===== src/rtl/acc_segment_exec.sv =====
//------------------------------------------------------------------------------
// Module   : acc_segment_exec
// Purpose  : Segment FIFO and sequencer feeding acc_profile_gen; optional
//            seg_count output enabled by ACC_SEG_EXEC_SEG_COUNT_EN.
// Revision : 1.0 - initial release
//------------------------------------------------------------------------------
`default_nettype none

module acc_segment_exec #(
  parameter int DEPTH_W = 2,
  parameter int DIV_W   = 16
) (
  input  logic               clk,
  input  logic               reset_n,
  input  logic [DIV_W-1:0]   tick_div,
  input  logic               wr_en,
  input  logic [191:0]       wr_data,
  input  logic [5:0]         wr_flags,
  output logic               fifo_full,
  output logic [DEPTH_W:0]   fifo_count,
  input  logic               start,
  input  logic               stop,
  input  logic               clear_err,
  input  logic               gen_stopped,
  output logic               acc_step,
  output logic               load,
  output logic               set_v,
  output logic               set_a,
  output logic               set_j,
  output logic               set_jj,
  output logic               set_target_v,
  output logic [31:0]        v_val,
  output logic [31:0]        a_val,
  output logic [31:0]        j_val,
  output logic [31:0]        jj_val,
  output logic [31:0]        target_v_val,
  output logic               abort,
  output logic               busy,
  output logic               seg_done,
  output logic               underflow,
  output logic               overflow,
`ifdef ACC_SEG_EXEC_SEG_COUNT_EN
  output logic [31:0]        seg_count,
`endif
  output logic [31:0]        remaining
);

  localparam int             c_DEPTH   = 1 << DEPTH_W;
  localparam int             c_ENTRY_W = 198;
  localparam logic [DEPTH_W:0] c_FULL  = (DEPTH_W+1)'(c_DEPTH);
  localparam logic [DEPTH_W:0] c_ONE   = (DEPTH_W+1)'(1);

  localparam logic [1:0] c_IDLE  = 2'd0;
  localparam logic [1:0] c_LOAD  = 2'd1;
  localparam logic [1:0] c_RUN   = 2'd2;
  localparam logic [1:0] c_ABORT = 2'd3;

  logic [c_ENTRY_W-1:0] r_mem [c_DEPTH];
  logic [DEPTH_W-1:0]   r_wr_ptr;
  logic [DEPTH_W-1:0]   r_rd_ptr;
  logic [DEPTH_W:0]     r_count;
  logic [1:0]           r_state;
  logic [1:0]           w_next_state;
  logic [DIV_W-1:0]     r_div_cnt;
  logic [31:0]          r_remaining;
  logic                 r_last;
  logic                 r_underflow;
  logic                 r_overflow;

  logic [c_ENTRY_W-1:0] w_head;
  logic [31:0]          w_head_dur;
  logic                 w_full;
  logic                 w_push;
  logic                 w_wr_ovf;
  logic                 w_pop;
  logic                 w_flush;
  logic                 w_in_load;
  logic                 w_ticking;
  logic                 w_seg_end;
  logic                 w_more;
  logic                 w_last_eff;
  logic                 w_underflow_evt;

  // Entry layout: {dur, v, a, j, jj, target_v, last, set_target_v, set_jj, set_j, set_a, set_v}
  assign w_head     = r_mem[r_rd_ptr];
  assign w_head_dur = w_head[197:166];
  assign w_full     = (r_count == c_FULL);
  assign w_push     = wr_en && !w_full;
  assign w_wr_ovf   = wr_en && w_full;
  assign w_in_load  = (r_state == c_LOAD);
  assign w_pop      = w_in_load;
  assign w_ticking  = ((r_state == c_RUN) || (r_state == c_ABORT)) && (r_div_cnt == tick_div);
  assign w_seg_end  = (w_in_load && (w_head_dur == 32'd0)) ||
                      ((r_state == c_RUN) && w_ticking && (r_remaining == 32'd1));
  // In LOAD the head is still counted but is being consumed this cycle.
  assign w_more     = w_in_load ? (r_count > c_ONE) : (r_count != '0);
  assign w_last_eff = w_in_load ? w_head[5] : r_last;
  assign w_flush    = (w_next_state == c_ABORT) && (r_state != c_ABORT);

  always_ff @(posedge clk or negedge reset_n) begin
    if (!reset_n) begin
      r_state <= c_IDLE;
    end else begin
      r_state <= w_next_state;
    end
  end

  always_comb begin
    w_next_state    = r_state;
    w_underflow_evt = 1'b0;
    case (r_state)
      c_IDLE: begin
        if (start && (r_count != '0)) w_next_state = c_LOAD;
      end
      c_LOAD, c_RUN: begin
        if (stop) begin
          w_next_state = c_ABORT;
        end else if (w_seg_end) begin
          if (w_more) begin
            w_next_state = c_LOAD;
          end else if (w_last_eff) begin
            w_next_state = c_IDLE;
          end else begin
            w_underflow_evt = 1'b1;
            w_next_state    = c_ABORT;
          end
        end else if (w_in_load) begin
          w_next_state = c_RUN;
        end
      end
      c_ABORT: begin
        if (gen_stopped && !w_ticking) w_next_state = c_IDLE;
      end
      default: w_next_state = c_IDLE;
    endcase
  end

  always_comb begin
    load         = 1'b0;
    set_v        = 1'b0;
    set_a        = 1'b0;
    set_j        = 1'b0;
    set_jj       = 1'b0;
    set_target_v = 1'b0;
    v_val        = '0;
    a_val        = '0;
    j_val        = '0;
    jj_val       = '0;
    target_v_val = '0;
    busy         = (r_state != c_IDLE);
    abort        = (r_state == c_ABORT);
    acc_step     = w_ticking;
    seg_done     = w_seg_end;
    if (w_in_load) begin
      load         = 1'b1;
      set_v        = w_head[0];
      set_a        = w_head[1];
      set_j        = w_head[2];
      set_jj       = w_head[3];
      set_target_v = w_head[4];
      v_val        = w_head[165:134];
      a_val        = w_head[133:102];
      j_val        = w_head[101:70];
      jj_val       = w_head[69:38];
      target_v_val = w_head[37:6];
    end
  end

  always_ff @(posedge clk) begin
    if (w_push) r_mem[r_wr_ptr] <= {wr_data, wr_flags};
  end

  // A push coinciding with the abort flush survives as the new head.
  always_ff @(posedge clk or negedge reset_n) begin
    if (!reset_n) begin
      r_wr_ptr <= '0;
      r_rd_ptr <= '0;
      r_count  <= '0;
    end else begin
      if (w_push) r_wr_ptr <= r_wr_ptr + 1'b1;
      if (w_flush) begin
        r_rd_ptr <= r_wr_ptr;
        r_count  <= {DEPTH_W'(0), w_push};
      end else begin
        if (w_pop) r_rd_ptr <= r_rd_ptr + 1'b1;
        r_count <= r_count + (DEPTH_W+1)'(w_push) - (DEPTH_W+1)'(w_pop);
      end
    end
  end

  always_ff @(posedge clk or negedge reset_n) begin
    if (!reset_n) begin
      r_div_cnt   <= '0;
      r_remaining <= '0;
      r_last      <= 1'b0;
    end else begin
      case (r_state)
        c_LOAD: begin
          r_remaining <= w_head_dur;
          r_div_cnt   <= '0;
          r_last      <= w_head[5];
        end
        c_RUN, c_ABORT: begin
          if (w_ticking) begin
            r_div_cnt <= '0;
            if (r_state == c_RUN) r_remaining <= r_remaining - 32'd1;
          end else begin
            r_div_cnt <= r_div_cnt + 1'b1;
          end
        end
        default: r_div_cnt <= '0;
      endcase
      if (w_next_state == c_IDLE) r_div_cnt <= '0;
    end
  end

  always_ff @(posedge clk or negedge reset_n) begin
    if (!reset_n) begin
      r_underflow <= 1'b0;
      r_overflow  <= 1'b0;
    end else begin
      if (w_underflow_evt)  r_underflow <= 1'b1;
      else if (clear_err)   r_underflow <= 1'b0;
      if (w_wr_ovf)         r_overflow  <= 1'b1;
      else if (clear_err)   r_overflow  <= 1'b0;
    end
  end

`ifdef ACC_SEG_EXEC_SEG_COUNT_EN
  logic [31:0] r_seg_count;

  always_ff @(posedge clk or negedge reset_n) begin
    if (!reset_n) begin
      r_seg_count <= '0;
    end else if (w_seg_end) begin
      r_seg_count <= r_seg_count + 32'd1;
    end
  end

  assign seg_count = r_seg_count;
`endif

  assign fifo_full  = w_full;
  assign fifo_count = r_count;
  assign underflow  = r_underflow;
  assign overflow   = r_overflow;
  assign remaining  = r_remaining;

endmodule

`default_nettype wire


===== config.mk =====
export PLATFORM = sky130hd
export DESIGN_NAME = acc_segment_exec
export DESIGN_NICKNAME = d
export VERILOG_FILES = /design/src/rtl/acc_segment_exec.sv
export SDC_FILE = /design/constraint.sdc
export NUM_CORES = 1
export LEC_CHECK = 0
export CORE_MARGIN = 2
export CORE_UTILIZATION = 39
export CTS_CLUSTER_DIAMETER = 200
export CTS_CLUSTER_SIZE = 28
export DETAILED_ROUTE_END_ITERATION = 6
export SLEW_MARGIN = 20
export SYNTH_ARGS = -nofsm -noshare
export SYNTH_HDL_FRONTEND = slang
export SYNTH_SLANG_ARGS = --single-unit

===== constraint.sdc =====
create_clock -name clk -period 18 [get_ports clk]
set_clock_uncertainty 0.15 [all_clocks]
set_input_delay 3.6 -clock clk [delete_from_list [all_inputs] [get_ports clk]]
set_output_delay 3.6 -clock clk [all_outputs]
set_load 0.1 [all_outputs]

==> results.json, run 1 <==
{
  "global_route_total_usage_across_every_layer": 0.168,
  "number_of_top_level_pins": 429,
  "unrepaired_setup_endpoints_after_global_routing": "no",
  "ys_seq_elements": 852,
  "first_global_vias": 17822,
  "cts_resized": 0,
  "multiInputGateArea_mm2": 0.00791,
  "cts_max_path_buffers": 3,
  "floorplan.die.height_um": 297,
  "postSynthNetCount": 1929,
  "layout-area-overhead-vs-synth_pct": 19.6,
  "number_of_clock_buffers_inserted_by_tritoncts": 36,
  "required_ps": 14250,
  "globalRouteOverflowTotal": 0,
  "p_leak_nw": 12.8,
  "worst_setup_path_end_kind": "primary output",
  "power_switching_mw": 3.27,
  "sw_frac_of_total": 0.447,
  "cell_internal_pwr_mw": 4.05,
  "grt_pass1_wl_um": 114000,
  "fin_total_pwr_mw": 7.33,
  "proportion_of_register_bits_with_asynchronous_set_or_reset_after_synthesis": 0.0704,
  "gp_congestion": 0.871,
  "die_w_um": 297,
  "post_cts.repair.setup_buffers": 0,
  "dr.pass1.iters": 7,
  "final.fill_count": 7156,
  "final-setup-viol-count": 0,
  "placed_cells": 3202,
  "detailedPlacementHpwl_um": 47600,
  "total_count_of_hold_check_failures_in_the_final_report": 0,
  "initial_utilization": 0.394,
  "max_clock_freq_ghz": 0.0994,
  "layout.area.seq_mm2": 0.0253,
  "max_cap_violations": 0,
  "yosysWarnings": 0,
  "report.final.slew_viol_count": 0,
  "clkTransAtPathRegs_ps": 110,
  "synth.cell_area_mm2": 0.0336,
  "gate_count_of_the_mapped_netlist": 1691,
  "final_design_area_no_fill_mm2": 0.0402,
  "synth_sequential_area_ratio": 0.753,
  "seq_power_share": 0.381,
  "power.density_cell_area_mw_per_mm2": 182,
  "tightestPinTransition_ps": 1170,
  "setup.worst_path.class": "input port to primary output",
  "peakVddDrop_v": 0.000145,
  "port_buffers": 428,
  "drt-vias-per-instance": 5.19,
  "mostFrequentLayoutCell": "edfxtp_1",
  "antenna_found_initial": 14,
  "final_min_period_over_clock_period": 0.559,
  "finalWirelength_um": 75400,
  "numClockSinks": 852,
  "signal_arrival_time_at_the_worst_endpoint_ps": 6310,
  "ant_nets": 0,
  "finalWorstPathRequiredPeriod_ps": 10060,
  "mostFrequentLayoutCells": "edfxtp_1 (792), clkdlybuf4s50_1 (427), mux4_2 (190)",
  "worst_slew_margin_rel": 0.218,
  "worst_skew_pair.late_latency_ps": 590,
  "fin_tns_setup_ps": 0,
  "hold_path_class": "flop to flop",
  "pwr-share-comb": 0.486,
  "avgSynthCellArea_um2": 19.9,
  "dpl_cell_area_mm2": 0.0391,
  "synth_flop_cell": "edfxtp_1",
  "drive_gt1_frac": 0.135,
  "cts-htree-levels": 2,
  "yosys.cell_types.count": 55,
  "routed-via-count": 16921,
  "clockRootBuffer": "clkbuf_16",
  "start_kind": "input port",
  "post_cts_hold_buffer_count": 0,
  "routedWlPerCell_um": 23.1,
  "detail_route.iter0.violations": 1077,
  "floorplan.core_area_mm2": 0.0853,
  "clock_tree_from_tritoncts": "done",
  "synth_edf_count": 792,
  "dieArea_mm2": 0.0885,
  "outcome": "finished clean",
  "final_cell_count_no_fill": 3259,
  "utilization": 0.471,
  "grt_max_degree": 72,
  "drc": 0,
  "rows": 107,
  "worstPathMaxFanout": 5,
  "final_net_count": 2334,
  "power.clock.fraction": 0.133
}
[routing by layer]
metal  share of wire  vias to the layer above  routed length, um  track usage
li1                -                     7532                  -            -
met4           0.020                       18               1510       0.0368
met1            0.40                     8845              30100        0.211
met5          0.0014                        -                104            0
met3           0.065                       89               4930       0.0449
met2            0.51                      437              38800        0.293
[registers in the layout, summed over array words and instances, names as in the netlist, 2 cells and up]
signal / flops
remaining: 32
r_mem: 792
fifo_count: 3
r_rd_ptr: 2
r_div_cnt: 16
r_wr_ptr: 2
r_state: 2
[power by group through the flow]
| stage | combinational [mW] | clock, mW | sequential [mW] |
|---|---|---|---|
| final | 3.56 | 0.972 | 2.79 |
| after global routing | 3.74 | 1.07 | 2.84 |
| after CTS | 3.63 | 1.01 | 2.80 |
| after detailed placement | 3.61 | 0 | 2.85 |
| after global placement | 3.61 | 0 | 2.82 |
| after floorplan | 2.47 | 0 | 3.10 |
[cells by family (layout without fill, tap and decap cells)]
logic type / Yosys count / in the layout / synth area share
other cells: 0 / 5 / 0
buf+inv: 100 / 519 / 0.0126
xor+xnor: 35 / 35 / 0.00913
fa+ha+maj: 17 / 17 / 0.00656
compound gates: 115 / 115 / 0.0196
mux: 205 / 205 / 0.136
flops: 852 / 852 / 0.753
simple gates: 367 / 367 / 0.0633
[through the flow]
stage / hold slack [ps] / setup WS (ps)
after global placement: 363 / 7910
final: 383 / 7940
after detailed placement: 373 / 7920
after global routing: 434 / 7820
after CTS: 389 / 7910
after floorplan: 335 / 7830
[final timing paths]
check	start	endpoint	slack [ps]	cells after the start
min	overflow$_DFFE_PN0P_	overflow$_DFFE_PN0P_	380	2
max in group asynchronous	reset_n	r_rd_ptr[0]$_DFFE_PN0P_	14060	2
max	tick_div[7]	seg_done	7940	6
min reg2reg	overflow$_DFFE_PN0P_	overflow$_DFFE_PN0P_	380	2
min in group asynchronous	reset_n	overflow$_DFFE_PN0P_	3020	2
max reg2reg	r_rd_ptr[0]$_DFFE_PN0P_	r_div_cnt[3]$_DFF_PN0_	12820	9
[synth_stat cells (11+ instances only)]
cell | n | area share
a21oi_1 | 48 | 0.0072
and2_1 | 174 | 0.032
buf_1 | 30 | 0.0034
clkbuf_1 | 46 | 0.0051
dfrtp_1 | 60 | 0.045
edfxtp_1 | 792 | 0.71
ha_1 | 16 | 0.0060
inv_1 | 17 | 0.0019
mux4_2 | 190 | 0.13
nand2_1 | 39 | 0.0044
nand3_1 | 21 | 0.0031
nor2_1 | 44 | 0.0049
nor3_1 | 27 | 0.0040
nor4_1 | 11 | 0.0020
o21ai_0 | 44 | 0.0066
xor2_1 | 26 | 0.0068
[area by class of cell]
class                           instances  share of cell area
Tap cell                             1144              0.0356
Clock inverter                          2            0.000810
Inverter                               17             0.00159
Antenna cell                            5            0.000311
Sequential cell                       852               0.630
Multi-Input combinational cell        739               0.197
Timing Repair Buffer                  450               0.111
Clock buffer                           50              0.0248
[critical path, stage by stage]
cell,delay (ps)
clkdlybuf4s50_1,420
xor2_1,160
nor4_1,370
nand4_1,310
o21ai_0,280
clkdlybuf4s50_1,1170
Note: power is estimated with default switching activity, not from simulation.
==> inputs of run 2 (changes only) <==
==> constraint.sdc (replaced) <==
create_clock -name clk -period 8.1 [get_ports clk]
set_clock_uncertainty 0.15 [all_clocks]
set_input_delay 1.62 -clock clk [delete_from_list [all_inputs] [get_ports clk]]
set_output_delay 1.62 -clock clk [all_outputs]
set_load 0.1 [all_outputs]
==> results.json, run 2 (synthesis gave the netlist of run 1 again) <==
{
  "utilization": 0.472,
  "final_net_count": 2329,
  "total_count_of_hold_check_failures_in_the_final_report": 0,
  "drive_gt1_frac": 0.133,
  "first_global_vias": 17537,
  "flip_flop_count_of_the_largest_register_all_copies_and_words_added": 792,
  "signal_arrival_time_at_the_worst_endpoint_ps": 4660,
  "finalWirelength_um": 75100,
  "final-setup-viol-count": 0,
  "post_cts_hold_buffer_count": 0,
  "worst_slew_margin_rel": 0.260,
  "report.final.slew_viol_count": 0,
  "critical_path.cell_chain": "mux4_2 -> nor4_1 -> nand3b_1 -> nor3_1 -> nand2_1 -> o21ai_0 -> clkdlybuf4s50_1",
  "detail_route.iter0.violations": 1171,
  "routed-via-count": 16883,
  "globalRouteOverflowTotal": 0,
  "post_cts.repair.setup_buffers": 0,
  "tightestPinTransition_ps": 1110,
  "cts_resized": 0,
  "clock_tree_from_tritoncts": "done",
  "max_clock_freq_ghz": 0.156,
  "clockRootBuffer": "clkbuf_16",
  "max_cap_violations": 0,
  "start_kind": "flop",
  "reg_with_most_ffs": "r_mem",
  "outcome": "finished clean",
  "worstPathMaxFanout": 45,
  "cts_max_path_buffers": 3,
  "timing.hold.ws_ps": 391,
  "required_ps": 6330,
  "setup.worst_path.class": "flop to primary output",
  "critPathMaxStageDelay_ps": 1180,
  "gp_congestion": 0.905,
  "ant_nets": 0,
  "clkTransAtPathRegs_ps": 110,
  "final_min_period_over_clock_period": 0.794,
  "floorplan.core_area_mm2": 0.0853,
  "worst_skew_pair.late_latency_ps": 590,
  "peakVddDrop_v": 0.000386,
  "initial_utilization": 0.394,
  "power.density_cell_area_mw_per_mm2": 405,
  "cts-htree-levels": 2,
  "drt-vias-per-instance": 5.19,
  "drc": 0,
  "number_of_top_level_pins": 429,
  "detailedPlacementHpwl_um": 46000,
  "reg2regPathDepth": 8,
  "dieArea_mm2": 0.0885,
  "port_buffers": 428,
  "dr.pass1.iters": 5,
  "finalWorstPathRequiredPeriod_ps": 6430,
  "mostFrequentLayoutCell": "edfxtp_1",
  "grt_pass1_wl_um": 113000,
  "floorplan.die.height_um": 297,
  "global_route_total_usage_across_every_layer": 0.167,
  "slowest_stage": "clkdlybuf4s50_1",
  "rows": 107,
  "grt_max_degree": 134,
  "unrepaired_setup_endpoints_after_global_routing": "no",
  "numClockSinks": 852,
  "antenna_found_initial": 19,
  "number_of_clock_buffers_inserted_by_tritoncts": 36,
  "hold-path-cell-count": 2,
  "layout-area-overhead-vs-synth_pct": 19.8,
  "routedWlPerCell_um": 23.1,
  "worst_setup_path_end_kind": "primary output",
  "die_w_um": 297,
  "p_leak_nw": 12.8,
  "fin_tns_setup_ps": 0,
  "mostFrequentLayoutCells": "edfxtp_1 (792), clkdlybuf4s50_1 (427), mux4_2 (190)",
  "hold_path_class": "flop to flop"
}
==> run 2: routing by layer <==
layer / GRT usage / vias up / wire length (um)
met5: 0 / - / 148
met4: 0.0373 / 24 / 1320
met3: 0.0508 / 95 / 5240
met2: 0.286 / 411 / 38500
met1: 0.209 / 8820 / 29900
li1: - / 7533 / -
==> run 2: area by class of cell <==
class                   count  area (um^2)
well taps                1144         1430
clock inverters             3         33.8
repair buffers            445         4520
fillers                  7218        45000
diodes                      7         17.5
clock buffers              49          971
inverters                  17         63.8
flip-flops and latches    852        25300
multi-input cells         739         7910
==> run 2: final timing paths <==
kind / from / to / slack [ps]
worst max register to register: r_rd_ptr[0]$_DFFE_PN0P_ / r_div_cnt[2]$_DFF_PN0_ / 3620
max in group asynchronous: reset_n / r_rd_ptr[0]$_DFFE_PN0P_ / 6170
worst min register to register: overflow$_DFFE_PN0P_ / overflow$_DFFE_PN0P_ / 390
min in group asynchronous: reset_n / r_div_cnt[9]$_DFF_PN0_ / 1040
worst min-delay path: overflow$_DFFE_PN0P_ / overflow$_DFFE_PN0P_ / 390
worst max-delay path: r_rd_ptr[0]$_DFFE_PN0P_ / seg_done / 1670
==> run 2: power breakdown <==
group / leakage [nW] / total [mW] / switching [mW] / internal (mW)
Clock: 0.487 / 2.13 / 1.28 / 0.859
Combinational: 4.32 / 7.94 / 5.57 / 2.36
Sequential: 8.00 / 6.22 / 0.422 / 5.80
Total: 12.8 / 16.3 / 7.27 / 9.02
==> run 2: worst max-delay path: cells and delay by family, from the launching register on <==
kind	cells	cell delay, ps
buffers and inverters	1	1180
DFF	1	1030
muxes	1	630
and+or+nand+nor	4	1060
AOI/OAI and AO/OA	1	100
==> run 2: per-stage QoR <==
| step | worst slack (ps) | power (mW) | area, um^2 | std cells |
|---|---|---|---|---|
| 2_1_floorplan | 499 | 12.4 | 33600 | 1691 |
| 3_3_place_gp | 1980 | 14.3 | 39200 | 3196 |
| 3_5_place_dp | 1940 | 14.4 | 39200 | 3196 |
| 4_1_cts | 1540 | 16.5 | 40200 | 3248 |
| 5_1_grt | 1420 | 17.0 | 40200 | 3253 |
| 6_report | 1670 | 16.3 | 40200 | 3256 |
